`src/rtl/mips_pkg.sv`:
```
// Shared MIPS pipeline types: memory-arbiter state encoding and the load
// half-word mode constants that main control also produces.
package mips_pkg;

    typedef enum logic [1:0] {
        IDLE   = 2'b00,
        GNT_IF = 2'b01,
        GNT_D  = 2'b10,
        RESP   = 2'b11
    } arb_state_t;

    localparam logic [1:0] HW_WORD  = 2'b00;
    localparam logic [1:0] HW_UHALF = 2'b10;
    localparam logic [1:0] HW_SHALF = 2'b11;

endpackage

```
`src/rtl/mem_port_arbiter_if.sv`:
```
// Fetch port, data port and memory bus of the unified-memory arbiter.
// master = arbiter side, slave = requesters plus memory.
interface mem_port_arbiter_if #(
    parameter int ADDR_W = 32,
    parameter int DATA_W = 32
);
    logic              if_req;
    logic [ADDR_W-1:0] if_addr;
    logic [DATA_W-1:0] if_rdata;
    logic              if_ack;

    logic              d_req;
    logic              d_we;
    logic [1:0]        d_hw;
    logic [ADDR_W-1:0] d_addr;
    logic [DATA_W-1:0] d_wdata;
    logic [DATA_W-1:0] d_rdata;
    logic              d_ack;

    logic              mem_req;
    logic              mem_we;
    logic [ADDR_W-1:0] mem_addr;
    logic [DATA_W-1:0] mem_wdata;
    logic [DATA_W-1:0] mem_rdata;
    logic              mem_ready;

    modport master (
        input  if_req, if_addr,
        output if_rdata, if_ack,
        input  d_req, d_we, d_hw, d_addr, d_wdata,
        output d_rdata, d_ack,
        output mem_req, mem_we, mem_addr, mem_wdata,
        input  mem_rdata, mem_ready
    );

    modport slave (
        output if_req, if_addr,
        input  if_rdata, if_ack,
        output d_req, d_we, d_hw, d_addr, d_wdata,
        input  d_rdata, d_ack,
        input  mem_req, mem_we, mem_addr, mem_wdata,
        output mem_rdata, mem_ready
    );

endinterface

```
`src/rtl/load_formatter.sv`:
```
// Combinational load formatting: word pass-through, or the half selected by
// addr[1] with zero (HW_UHALF) or sign (HW_SHALF) extension.
module load_formatter
    import mips_pkg::*;
(
    input  logic [31:0] rdata,
    input  logic [1:0]  hw,
    input  logic        a1,
    output logic [31:0] fdata
);

    logic [15:0] half;

    // NOTE: every always_comb output gets a value on every path (default
    // first or a full case with default) so no latch is inferred.
    always_comb begin
        half = a1 ? rdata[31:16] : rdata[15:0];
        case (hw)
            HW_UHALF: fdata = {16'h0000, half};
            HW_SHALF: fdata = {{16{half[15]}}, half};
            default:  fdata = rdata;
        endcase
    end

endmodule

```
`src/rtl/mem_port_arbiter.sv`:
```
// Single-port unified memory arbiter between fetch and memory stage; data has
// priority. Optional fetch starvation guard: MEM_ARB_STARVE_GUARD_EN.
module mem_port_arbiter
    import mips_pkg::*;
#(
    parameter int ADDR_W     = 32,
    parameter int DATA_W     = 32,
    parameter int STARVE_MAX = 4
) (
    input  logic              clk,
    input  logic              reset,
    mem_port_arbiter_if.master bus
);

    if (DATA_W != 32 || STARVE_MAX < 1) begin : g_cfg_check
        $error("mem_port_arbiter: DATA_W must be 32 and STARVE_MAX at least 1");
    end

    arb_state_t        state_q, state_d;
    logic [ADDR_W-1:0] addr_q, addr_d;
    logic [DATA_W-1:0] wdata_q, wdata_d;
    logic [DATA_W-1:0] if_rdata_q, if_rdata_d;
    logic [DATA_W-1:0] d_rdata_q, d_rdata_d;
    logic [1:0]        hw_q, hw_d;
    logic              we_q, we_d;
    logic              a1_q, a1_d;
    logic              d_sel_q, d_sel_d;
    logic [DATA_W-1:0] fmt_data;
    logic              grant_d, grant_if, fetch_force;

    load_formatter u_fmt (
        .rdata (bus.mem_rdata),
        .hw    (hw_q),
        .a1    (a1_q),
        .fdata (fmt_data)
    );

`ifdef MEM_ARB_STARVE_GUARD_EN
    localparam int CNT_W = $clog2(STARVE_MAX + 1);

    logic [CNT_W-1:0] starve_q, starve_d;

    assign fetch_force = (starve_q == CNT_W'(STARVE_MAX));

    // Counts data grants taken while fetch was waiting; any fetch grant or an
    // idle fetch port restarts the count.
    always_comb begin
        starve_d = starve_q;
        if (!bus.if_req)
            starve_d = '0;
        else if (state_q == IDLE && grant_if)
            starve_d = '0;
        else if (state_q == IDLE && grant_d && !fetch_force)
            starve_d = starve_q + 1'b1;
    end

    always_ff @(posedge clk or negedge reset) begin
        if (!reset) starve_q <= '0;
        else        starve_q <= starve_d;
    end
`else
    assign fetch_force = 1'b0;
`endif

    assign grant_d  = bus.d_req && !(fetch_force && bus.if_req);
    assign grant_if = bus.if_req && !grant_d;

    always_comb begin
        state_d    = state_q;
        addr_d     = addr_q;
        wdata_d    = wdata_q;
        we_d       = we_q;
        hw_d       = hw_q;
        a1_d       = a1_q;
        d_sel_d    = d_sel_q;
        if_rdata_d = if_rdata_q;
        d_rdata_d  = d_rdata_q;
        case (state_q)
            IDLE: begin
                if (grant_d) begin
                    state_d = GNT_D;
                    addr_d  = bus.d_addr & ~ADDR_W'(3);
                    wdata_d = bus.d_wdata;
                    we_d    = bus.d_we;
                    hw_d    = bus.d_hw;
                    a1_d    = bus.d_addr[1];
                    d_sel_d = 1'b1;
                end else if (grant_if) begin
                    state_d = GNT_IF;
                    addr_d  = bus.if_addr & ~ADDR_W'(3);
                    we_d    = 1'b0;
                    hw_d    = HW_WORD;
                    a1_d    = bus.if_addr[1];
                    d_sel_d = 1'b0;
                end
            end
            GNT_IF, GNT_D: begin
                if (bus.mem_ready) begin
                    state_d = RESP;
                    if (!d_sel_q)
                        if_rdata_d = bus.mem_rdata;
                    else if (!we_q)
                        d_rdata_d = fmt_data;
                end
            end
            default: state_d = IDLE;
        endcase
    end

    // NOTE: sequential state uses non-blocking assignments so every flop
    // samples the pre-edge values regardless of statement order.
    always_ff @(posedge clk or negedge reset) begin
        if (!reset) begin
            state_q    <= IDLE;
            addr_q     <= '0;
            wdata_q    <= '0;
            we_q       <= 1'b0;
            hw_q       <= HW_WORD;
            a1_q       <= 1'b0;
            d_sel_q    <= 1'b0;
            if_rdata_q <= '0;
            d_rdata_q  <= '0;
        end else begin
            state_q    <= state_d;
            addr_q     <= addr_d;
            wdata_q    <= wdata_d;
            we_q       <= we_d;
            hw_q       <= hw_d;
            a1_q       <= a1_d;
            d_sel_q    <= d_sel_d;
            if_rdata_q <= if_rdata_d;
            d_rdata_q  <= d_rdata_d;
        end
    end

    assign bus.mem_req   = (state_q == GNT_IF) || (state_q == GNT_D);
    assign bus.mem_we    = (state_q == GNT_D) && we_q;
    assign bus.mem_addr  = addr_q;
    assign bus.mem_wdata = wdata_q;
    assign bus.if_ack    = (state_q == RESP) && !d_sel_q;
    assign bus.d_ack     = (state_q == RESP) && d_sel_q;
    assign bus.if_rdata  = if_rdata_q;
    assign bus.d_rdata   = d_rdata_q;

endmodule

```
`src/flat_wrapper.sv`:
```
// flat-port wrapper written by rule: the top's interface ports become plain ports
module mem_port_arbiter_flat import mips_pkg::*;
#(
    parameter int ADDR_W     = 32,
    parameter int DATA_W     = 32,
    parameter int STARVE_MAX = 4
)
  (clk, reset, bus_if_req, bus_if_addr, bus_if_rdata, bus_if_ack, bus_d_req, bus_d_we, bus_d_hw, bus_d_addr, bus_d_wdata, bus_d_rdata, bus_d_ack, bus_mem_req, bus_mem_we, bus_mem_addr, bus_mem_wdata, bus_mem_rdata, bus_mem_ready);
  mem_port_arbiter_if #(.ADDR_W(ADDR_W), .DATA_W(DATA_W)) bus_i ();
  input  logic clk;
  input  logic reset;
  input wire logic [$bits(bus_i.if_req)-1:0] bus_if_req;
  input wire logic [$bits(bus_i.if_addr)-1:0] bus_if_addr;
  output wire logic [$bits(bus_i.if_rdata)-1:0] bus_if_rdata;
  output wire logic [$bits(bus_i.if_ack)-1:0] bus_if_ack;
  input wire logic [$bits(bus_i.d_req)-1:0] bus_d_req;
  input wire logic [$bits(bus_i.d_we)-1:0] bus_d_we;
  input wire logic [$bits(bus_i.d_hw)-1:0] bus_d_hw;
  input wire logic [$bits(bus_i.d_addr)-1:0] bus_d_addr;
  input wire logic [$bits(bus_i.d_wdata)-1:0] bus_d_wdata;
  output wire logic [$bits(bus_i.d_rdata)-1:0] bus_d_rdata;
  output wire logic [$bits(bus_i.d_ack)-1:0] bus_d_ack;
  output wire logic [$bits(bus_i.mem_req)-1:0] bus_mem_req;
  output wire logic [$bits(bus_i.mem_we)-1:0] bus_mem_we;
  output wire logic [$bits(bus_i.mem_addr)-1:0] bus_mem_addr;
  output wire logic [$bits(bus_i.mem_wdata)-1:0] bus_mem_wdata;
  input wire logic [$bits(bus_i.mem_rdata)-1:0] bus_mem_rdata;
  input wire logic [$bits(bus_i.mem_ready)-1:0] bus_mem_ready;
  assign bus_i.if_req = bus_if_req;
  assign bus_i.if_addr = bus_if_addr;
  assign bus_if_rdata = bus_i.if_rdata;
  assign bus_if_ack = bus_i.if_ack;
  assign bus_i.d_req = bus_d_req;
  assign bus_i.d_we = bus_d_we;
  assign bus_i.d_hw = bus_d_hw;
  assign bus_i.d_addr = bus_d_addr;
  assign bus_i.d_wdata = bus_d_wdata;
  assign bus_d_rdata = bus_i.d_rdata;
  assign bus_d_ack = bus_i.d_ack;
  assign bus_mem_req = bus_i.mem_req;
  assign bus_mem_we = bus_i.mem_we;
  assign bus_mem_addr = bus_i.mem_addr;
  assign bus_mem_wdata = bus_i.mem_wdata;
  assign bus_i.mem_rdata = bus_mem_rdata;
  assign bus_i.mem_ready = bus_mem_ready;
  mem_port_arbiter #(.ADDR_W(ADDR_W), .DATA_W(DATA_W), .STARVE_MAX(STARVE_MAX)) u_core (.clk(clk), .reset(reset), .bus(bus_i));
endmodule
```
`config.mk`:
```
export PLATFORM = sky130hd
export DESIGN_NAME = mem_port_arbiter_flat
export DESIGN_NICKNAME = d
export VERILOG_FILES = /design/src/rtl/mips_pkg.sv /design/src/rtl/mem_port_arbiter_if.sv /design/src/rtl/load_formatter.sv /design/src/rtl/mem_port_arbiter.sv /design/src/flat_wrapper.sv
export SDC_FILE = /design/constraint.sdc
export NUM_CORES = 1
export LEC_CHECK = 0
export ABC_CLOCK_PERIOD_IN_PS = 1520
export BUFFER_PORTS_ARGS = -buffer_cell sky130_fd_sc_hd__buf_4
export CAP_MARGIN = 25
export CORE_MARGIN = 8
export CORE_UTILIZATION = 42
export DETAILED_ROUTE_END_ITERATION = 16
export PLACE_DENSITY_LB_ADDON = 0.25
export SYNTH_ARGS = -nofsm -noshare
export SYNTH_HDL_FRONTEND = slang
export SYNTH_SLANG_ARGS = --single-unit
```
`constraint.sdc`:
```
create_clock -name clk -period 1.52 [get_ports clk]
set_input_delay 0.152 -clock clk [delete_from_list [all_inputs] [get_ports clk]]
set_output_delay 0.152 -clock clk [all_outputs]
set_load 0.005 [all_outputs]
```
==> impl_metrics.yaml, run 1 <==
place:
  post-place-cells: 878
  portBuffers: 263
  globalplace.congestion: 0.790
  dpl.hpwl_mm: 13.0
global_route:
  antenna_found_initial: 1
  grt_overflow_total: 0
  grt_max_degree: 61
  track_usage: 0.202
  grt_pass1_wl_mm: 28.4
  grt_pass1_vias: 5385
floorplan:
  num_io_pins: 268
  fp.dieH_um: 133
  core-area_um2: 13200
  start_util: 0.431
  num_rows: 42
  die_x_um: 133
  dieArea_um2: 17600
clock_network:
  clock-sinks: 133
  htreeDepth: 4
  clkTransAtPathRegs_ps: 60
  clockBufferDepth: 2
  cts_tree: "done"
  clk_latency_ps: 410
  numCtsBuffers: 17
  clockRootBuffer: "clkbuf_16"
timing:
  drv_slew: 0
  tns_ps: -456
  fin_crit_ps: 1580
  rsz0062_at_grt: "yes"
  setup_slack_ps: -61.1
  setup_viol: 19
  skew_ps: 11.2
  finalHoldViolCount: 0
  min_period_over_period: 1.04
  clock.fmax_mhz: 632
pwr:
  vdd.ir_drop.worst_v: 0.00124
  power_frac_comb: 0.432
  internal_power_w: 0.0124
  power_w: 0.0181
  sw_frac_of_total: 0.315
  power_frac_seq: 0.356
  power_leakage_nw: 4.66
  power_density_nw_per_um2: 1930
  p_sw_w: 0.00569
  clockPowerShare: 0.211
cells_and_area:
  final_nets: 934
  drive_above_1_share: 0.468
  layout.cells.non_filler: 984
  area_growth_pct: 64.1
status:
  status: "finished with violations"
  violations: "negative setup slack"
route:
  drc: 0
  via_count: 4861
  ant_nets: 0
  routedWlPerCell_um: 18.7
  dr.first_iter.drc_count: 221
  dr.pass1.iters: 6
  vias_per_cell: 4.94
  drt-total-wl_mm: 18.4
synth:
  yosysSeqAreaShare: 0.584
  synthDistinctLibCells: 34
  synth-seq-cells: 133
  ys_warn_count: 0
  postSynthAreaPerCell_um2: 12.7
  postSynthCellCount: 450
  syn_area_um2: 5700
job:
  max_cap_violations: 0
critical_path:
  cp_max_fo: 8
  r2r_slack_ps: -50
  cp-start-kind: "flip-flop"
  worstPathArrival_ps: 1430
  critPathCaptureType: "primary output"
  cp.required_ps: 1370
  crit_type: "reg -> out"
hold_path:
  hp-class: "in -> reg"
[synth_stat cells]
cell,instances,area [um^2]
nand2_4,1,11.3
a32o_1,3,30.0
nand3b_2,1,11.3
mux2_1,20,225
a31oi_1,16,100
nand4bb_1,1,11.3
nor2_1,17,63.8
clkbuf_1,5,18.8
inv_1,2,7.51
buf_6,9,101
o21ai_0,48,240
dfrtp_1,133,3330
nand2_2,1,6.26
o211ai_1,1,7.51
conb_1,1,3.75
a32oi_1,1,8.76
buf_4,8,60.1
buf_2,8,40.0
nor2b_1,2,12.5
clkbuf_2,1,5.00
nand2b_1,16,100
nand3_2,1,10.0
mux2_2,35,394
nand2_1,51,191
nand3_1,1,5.00
mux2_4,10,150
mux2i_1,47,470
and2_1,2,12.5
o21ai_1,1,5.00
nand4b_1,1,8.76
nor3b_1,1,7.51
or4_1,1,7.51
and4b_1,1,10.0
ha_1,3,37.5
[layer usage]
metal,routed length [um],track usage,vias up
met5,0,0,-
met4,320,0.0833,0
met3,1680,0.0844,21
met2,9500,0.353,203
met1,6860,0.211,2372
li1,-,-,2265
[registers in the layout, summed over array words and instances (netlist names)]
| signal | count |
|---|---|
| u_core.bus.d_rdata | 32 |
| u_core.bus.if_rdata | 32 |
| u_core.bus.mem_wdata | 32 |
| u_core.hw_q | 2 |
| u_core.state_q | 2 |
| u_core.bus.mem_addr | 30 |
| u_core.we_q | 1 |
| u_core.d_sel_q | 1 |
| u_core.a1_q | 1 |
[area by class of cell]
cell class | instances | area [um^2]
sequential | 133 | 3330
antenna | 1 | 2.50
clock buffer | 27 | 503
inverter | 2 | 7.51
timing repair buffer | 356 | 3030
multi-input combinational | 285 | 2230
fill | 941 | 3880
tap | 176 | 220
clock inverter | 4 | 45.0
[kinds of logic (layout without fill, tap and decap cells)]
logic type                 Yosys count  count (layout)  share of synthesized area
and+or+nand+nor                     98              98                     0.0823
adders and majority gates            3               3                    0.00658
AOI/OAI and AO/OA                   70              70                     0.0687
other                                1               3                   0.000658
buffers and inverters               33             389                     0.0408
muxes                              112             112                      0.217
DFF                                133             133                      0.584
[metrics by stage]
step           instance area [um^2]  hold slack, ps  worst slack, ps   util
2_1_floorplan                  5730            -144             65.4      -
3_3_place_gp                   7980             101             52.1  0.603
3_5_place_dp                   7980             110             20.5  0.603
4_1_cts                        9220           0.764            -4.98  0.696
5_1_grt                        9360            6.80             -110  0.707
6_report                       9360            20.0            -61.1  0.707
[power groups by stage]
stage                     Sequential (W)  Clock (W)  Combinational (W)
after floorplan                  0.00637          0            0.00316
after global placement           0.00634          0            0.00716
after detailed placement         0.00643          0            0.00738
after CTS                        0.00640    0.00389            0.00760
after global routing             0.00664    0.00405            0.00853
final                            0.00644    0.00382            0.00781
[final timing paths]
| check | start | end | cells past startpoint |
|---|---|---|---|
| worst max-delay path | u_core.state_q[0] | bus_mem_req | 4 |
| worst min-delay path | bus_mem_rdata[31] | u_core.bus.if_rdata[31] | 2 |
| worst max register to register | u_core.state_q[0] | u_core.bus.d_rdata[20] | 6 |
| worst min register to register | u_core.bus.mem_addr[21] | u_core.bus.mem_addr[21] | 2 |
| max in group asynchronous | reset | u_core.we_q | 3 |
| min in group asynchronous | reset | u_core.bus.if_rdata[3] | 2 |
[cell usage in the layout, fill, tap and decap left out, types with 2 or more instances in the layout]
master and n:
ha_4 3, mux2_2 35, nor2_2 6, buf_12 10, a31oi_1 16, nor2b_1 2
mux2i_1 47, nand2_1 51, inv_2 2, clkbuf_1 6, clkbuf_16 19, dfrtp_1 133
a32o_1 3, mux2_4 10, nor2_1 11, conb_1 2, o21ai_0 48, mux2_1 20
clkinv_2 3, nand2b_1 16, buf_6 7, clkbuf_8 4, and2_4 2, buf_4 270
dlygate4sd3_1 67
[repair_timing]
action / CTS / global route
hold buffers: 65 / 2
buffers inserted: 2 / 3
resized for setup: 9 / 12
endpoints found under the hold margin: 105 / 2
cloned: 0 / 3
pin swaps: 1 / 4
endpoints found under the setup margin: 3 / 41
[worst max-delay path: stages, from the launching register on]
cell     delay [ps]
dfrtp_1         400
inv_2           110
ha_4            240
buf_4           140
buf_4           130
Note: power is estimated with default switching activity, not from simulation.
==> run 2, diff against run 1 <==
--- a/config.mk
+++ b/config.mk
@@ -5,7 +5,7 @@
 export SDC_FILE = /design/constraint.sdc
 export NUM_CORES = 1
 export LEC_CHECK = 0
-export ABC_CLOCK_PERIOD_IN_PS = 1520
+export ABC_CLOCK_PERIOD_IN_PS = 1400
 export BUFFER_PORTS_ARGS = -buffer_cell sky130_fd_sc_hd__buf_4
 export CAP_MARGIN = 25
 export CORE_MARGIN = 8
==> constraint.sdc (replaced) <==
create_clock -name clk -period 1.4 [get_ports clk]
set_input_delay 0.14 -clock clk [delete_from_list [all_inputs] [get_ports clk]]
set_output_delay 0.14 -clock clk [all_outputs]
set_load 0.005 [all_outputs]
==> run 2 against run 1 <==
The flow finishes with violations (negative hold slack, negative setup slack). Final area rose by 12%. Non-clock buffer count increased by 38. Die area is the same. Largest power group unchanged. Critical path depth is 3 higher. Final cell count up 4.0%.
==> impl_metrics.yaml, run 2 (synthesis results as in run 1) <==
global_route:
  antenna_found_initial: 0
  grt_pass1_vias: 5565
  grt_max_degree: 40
  grt_use_met3: 0.0886
  busiest_layer: "met2"
  grt_use_met1: 0.232
  grt_overflow_total: 0
  track_usage: 0.212
  gr-usage-met2: 0.367
  grt_pass1_wl_mm: 29.8
critical_path:
  cp_max_fo: 8
  cp.required_ps: 1720
  crit_buf_inv: 3
  cp_top_family: "flip-flops"
  cp-start-kind: "flip-flop"
  crit_type: "reg -> reg"
  slowest_delay_ps: 390
  worstPathArrival_ps: 1970
  critical_path.slowest_cell: "dfrtp_1"
  critPathCaptureType: "flip-flop"
  cp_cell_sequence: "buf_6 -> inv_4 -> ha_4 -> and4b_4 -> clkbuf_16 -> nor2_2 -> a31oi_1"
cells_and_area:
  drive_above_1_share: 0.612
  final_area_um2: 10500
  area_growth_pct: 84.5
  multiInputGateArea_um2: 2790
  final_nets: 974
  final_util: 0.795
  register_area_um2: 3330
  final_cell_mix: "buf_4, dfrtp_1, dlygate4sd3_1"
  antenna_cells: 0
  layout_commonest_cell: "buf_4"
  fill_cells: 769
pwr:
  clockPowerShare: 0.179
  p_sw_w: 0.00776
  vdd.ir_drop.worst_v: 0.00140
  sw_frac_of_total: 0.334
  power_frac_comb: 0.506
  power_density_nw_per_um2: 2210
  power_leakage_nw: 5.24
  power_frac_seq: 0.315
  internal_power_w: 0.0155
  power_w: 0.0232
place:
  globalplace.congestion: 0.765
  dpl.hpwl_mm: 12.9
  place_area_um2: 8040
  portBuffers: 263
floorplan:
  num_rows: 42
  num_io_pins: 268
  dieArea_um2: 17600
  core-area_um2: 13200
  fp.dieH_um: 133
  die_x_um: 133
  start_util: 0.431
route:
  dr.pass1.iters: 4
  ant_nets: 0
  via_count: 5183
  drc: 0
  routedWlPerCell_um: 21.0
  vias_per_cell: 5.07
  dr.first_iter.drc_count: 259
  drt-total-wl_mm: 21.4
timing:
  min_period_over_period: 1.18
  finalHoldViolCount: 1
  rsz0062_at_grt: "yes"
  timing.hold.ws_ps: -4.60
  drv_slew: 0
  setup_slack_ps: -245
  fin_crit_ps: 1650
  setup_viol: 134
  clock.fmax_mhz: 608
  skew_ps: 8.62
clock_network:
  cts_tree: "done"
  htreeDepth: 4
  clk_latency_ps: 410
  clkTransAtPathRegs_ps: 60
  clockBufferDepth: 2
  clock-sinks: 133
  clockRootBuffer: "clkbuf_16"
  numCtsBuffers: 17
status:
  status: "finished with violations"
  violations: "negative hold slack, negative setup slack"
hold_path:
  hp-class: "in -> reg"
job:
  max_cap_violations: 0
==> run 2: changes by cell type in the layout (fill, tap and decap cells not counted), sizes merged <==
cell / previous run / this run
dlygate4sd3: 67 / 71
buf: 287 / 313
o21ai: 49 / 51
diode: 1 / 0
clkbuf: 29 / 37
==> run 2: worst paths after layout <==
kind	slack, ps	cells past startpoint	to	from
setup / recovery	-250	7	u_core.bus.d_rdata[18]	u_core.state_q[1]
hold / removal	-5	3	u_core.bus.mem_addr[17]	bus_if_addr[17]
setup reg to reg	-250	7	u_core.bus.d_rdata[18]	u_core.state_q[1]
hold reg to reg	490	2	u_core.bus.mem_addr[31]	u_core.bus.mem_addr[31]
max in group asynchronous	610	3	u_core.bus.mem_wdata[4]	reset
min in group asynchronous	210	2	u_core.bus.d_rdata[10]	reset
==> run 2: final cells by class <==
type,instances,area share
flip-flops and latches,133,0.316
inverters,2,0.00143
clock buffers,27,0.0478
multi-input cells,287,0.265
repair buffers,394,0.345
clock inverters,4,0.00428
well taps,176,0.0209
==> run 2: metrics by stage <==
| step | TNS (ps) | hold slack [ps] | setup slack (ps) | std cells |
|---|---|---|---|---|
| finish | -18050 | -4.60 | -245 | 1023 |
| CTS | -11300 | 0.137 | -227 | 997 |
| floorplan | -176 | -156 | -13.0 | 451 |
| detailed placement | -895 | 82.0 | -42.1 | 883 |
| global route | -24230 | 6.78 | -328 | 1023 |
| global placement | -250 | 70.8 | -17.1 | 883 |
==> run 2: worst reg2reg max path, delay by kind of cell (launching register included) <==
family / cells / cell delay [ps]
flops: 1 / 390
buf+inv: 3 / 340
fa+ha+maj: 1 / 290
simple gates: 2 / 370
compound gates: 1 / 160
==> run 2: metal layers <==
| layer | wire length, um | share of wire |
|---|---|---|
| met5 | 0 | 0 |
| met4 | 296 | 0.014 |
| met3 | 1700 | 0.079 |
| met2 | 11500 | 0.54 |
| met1 | 7970 | 0.37 |
==> run 2: what timing repair did <==
item / CTS / global route
cloned: 3 / 18
endpoints found under the hold margin: 135 / 0
hold buffers: 71 / 0
setup endpoints to repair: 59 / 133
gates resized for setup: 72 / 163
buffers inserted: 9 / 9
pin swaps: 8 / 62
==> run 2: power by group through the flow <==
| stage | Sequential (W) | Clock, W | Combinational [W] |
|---|---|---|---|
| finish | 0.00733 | 0.00416 | 0.0118 |
| global route | 0.00754 | 0.00441 | 0.0125 |
| CTS | 0.00697 | 0.00419 | 0.00936 |
| detailed placement | 0.00698 | 0 | 0.00816 |
| global placement | 0.00688 | 0 | 0.00788 |
| floorplan | 0.00693 | 0 | 0.00349 |
==> run 3, diff against run 2 <==
--- a/config.mk
+++ b/config.mk
@@ -12,6 +12,7 @@
 export CORE_UTILIZATION = 42
 export DETAILED_ROUTE_END_ITERATION = 16
 export PLACE_DENSITY_LB_ADDON = 0.25
+export RECOVER_POWER = 100
 export SYNTH_ARGS = -nofsm -noshare
 export SYNTH_HDL_FRONTEND = slang
 export SYNTH_SLANG_ARGS = --single-unit
==> run 3 against run 2 <==
The run still ends with negative hold slack, negative setup slack left. Final area decreased by 2.5%. Global-route usage unchanged. Fmax decreased by 0.58%. Clock-buffer cell count unchanged. Routed wire length decreased by 0.42%. Critical path depth unchanged. Die area unchanged. Setup slack got worse by 9.7 ps. Sequential cell count unchanged. Total power decreased by 3.7%. Via count decreased by 0.25%. Largest power group unchanged. Sequential share of layout area increased by 0.81 points.
==> impl_metrics.yaml, run 3 (synthesis results as in run 1) <==
clock_network:
  numCtsBuffers: 17
  htreeDepth: 4
  clockRootBuffer: "clkbuf_16"
  clkTransAtPathRegs_ps: 60
  clk_latency_ps: 410
  clockBufferDepth: 2
  cts_tree: "done"
  clock-sinks: 133
route:
  routedWlPerCell_um: 20.9
  drt-total-wl_mm: 21.4
  drc: 0
  via_count: 5170
  ant_nets: 0
  vias_per_cell: 5.05
  dr.pass1.iters: 4
  dr.first_iter.drc_count: 245
floorplan:
  start_util: 0.431
  fp.dieH_um: 133
  num_rows: 42
  core-area_um2: 13200
  die_x_um: 133
  num_io_pins: 268
  dieArea_um2: 17600
timing:
  worst_slew_pin_slew_ps: 1070
  min_period_over_period: 1.18
  setup_viol: 134
  rsz0062_at_grt: "yes"
  drv_slew: 0
  tns_ps: -18020
  setup_slack_ps: -255
  finalHoldViolCount: 1
  skew_ps: 10.3
  fin_crit_ps: 1650
  timing.hold.ws_ps: -3.06
  clock.fmax_mhz: 604
  slew-limit-headroom: 0.286
critical_path:
  critPathCaptureType: "flip-flop"
  cp_max_fo: 8
  cp-start-kind: "flip-flop"
  worstPathArrival_ps: 1970
  cp.required_ps: 1720
  crit_type: "reg -> reg"
status:
  violations: "negative hold slack, negative setup slack"
  status: "finished with violations"
hold_path:
  hp-class: "in -> reg"
global_route:
  grt_overflow_total: 0
  grt_pass1_wl_mm: 29.8
  track_usage: 0.212
  antenna_found_initial: 0
  grt_pass1_vias: 5565
  grt_max_degree: 40
pwr:
  power_leakage_nw: 4.98
  power_w: 0.0224
  power_density_nw_per_um2: 2180
  vdd.ir_drop.worst_v: 0.00136
cells_and_area:
  multiInputGateArea_um2: 2790
  antenna_cells: 0
  final_cell_mix: "buf_4, dfrtp_1, dlygate4sd3_1"
  final_nets: 974
  fill_cells: 861
  register_area_um2: 3330
  drive_above_1_share: 0.538
  final_area_um2: 10300
  area_growth_pct: 79.9
  layout_commonest_cell: "buf_4"
place:
  place_area_um2: 8040
  globalplace.congestion: 0.765
  dpl.hpwl_mm: 12.9
  portBuffers: 263
job:
  max_cap_violations: 0
[run 3: changes by cell type in the layout (fill, tap and decap cells not counted)]
cell,before,now
buf_6,26,25
clkbuf_2,0,1
clkbuf_4,0,63
buf_2,0,1
buf_12,12,11
clkbuf_1,6,68
clkbuf_16,27,26
buf_8,1,2
buf_4,271,146
[run 3: what timing repair did]
action,in CTS,in global routing
hold buffers,71,0
endpoints found under the setup margin,59,133
gates resized for setup,72,163
pin swaps,8,62
buffers inserted,9,9
gates cloned,3,18
hold endpoints to repair,135,0
[run 3: layout make-up]
cell class,count,share of cell area
Timing Repair Buffer,394,0.328
Clock buffer,27,0.0490
Clock inverter,4,0.00439
Sequential cell,133,0.324
Tap cell,176,0.0215
Multi-Input combinational cell,287,0.272
Inverter,2,0.00146
[run 3: report_power, final]
group          switching (W)  internal (W)
sequential           0.00149       0.00579
clock                0.00154       0.00261
combinational        0.00466       0.00628
[run 3: metal layers]
| metal | wire length [um] | share of wire | GRT usage | up-vias |
|---|---|---|---|---|
| li1 | - | - | - | 2344 |
| met1 | 8060 | 0.38 | 0.232 | 2583 |
| met2 | 11300 | 0.53 | 0.367 | 218 |
| met3 | 1670 | 0.078 | 0.0886 | 25 |
| met4 | 306 | 0.014 | 0.0637 | 0 |
| met5 | 0 | 0 | 0 | - |
[run 3: path summary, 6_finish.rpt]
path	start	to	slack, ps	cells past startpoint
min	bus_if_addr[17]	u_core.bus.mem_addr[17]	-3	3
min reg2reg	u_core.bus.mem_addr[31]	u_core.bus.mem_addr[31]	490	2
max reg2reg	u_core.state_q[1]	u_core.bus.d_rdata[18]	-250	7
min in group asynchronous	reset	u_core.bus.d_rdata[10]	460	2
max	u_core.state_q[1]	u_core.bus.d_rdata[18]	-250	7
max in group asynchronous	reset	u_core.bus.mem_wdata[4]	100	3
[run 3: through the flow]
step / std cells / setup slack [ps] / hold WS [ps] / utilization
floorplan: 451 / -13.0 / -156 / -
global placement: 883 / -17.1 / 70.8 / 0.607
detailed placement: 883 / -42.1 / 82.0 / 0.607
CTS: 997 / -227 / 0.137 / 0.727
global route: 1023 / -328 / 6.78 / 0.775
finish: 1023 / -255 / -3.06 / 0.775
[run 3: worst max-delay path, stage by stage, from the launching register on]
cell	delay [ps]
dfrtp_1	390
buf_6	120
inv_4	30
ha_4	290
and4b_4	330
clkbuf_16	190
nor2_2	30
a31oi_1	170
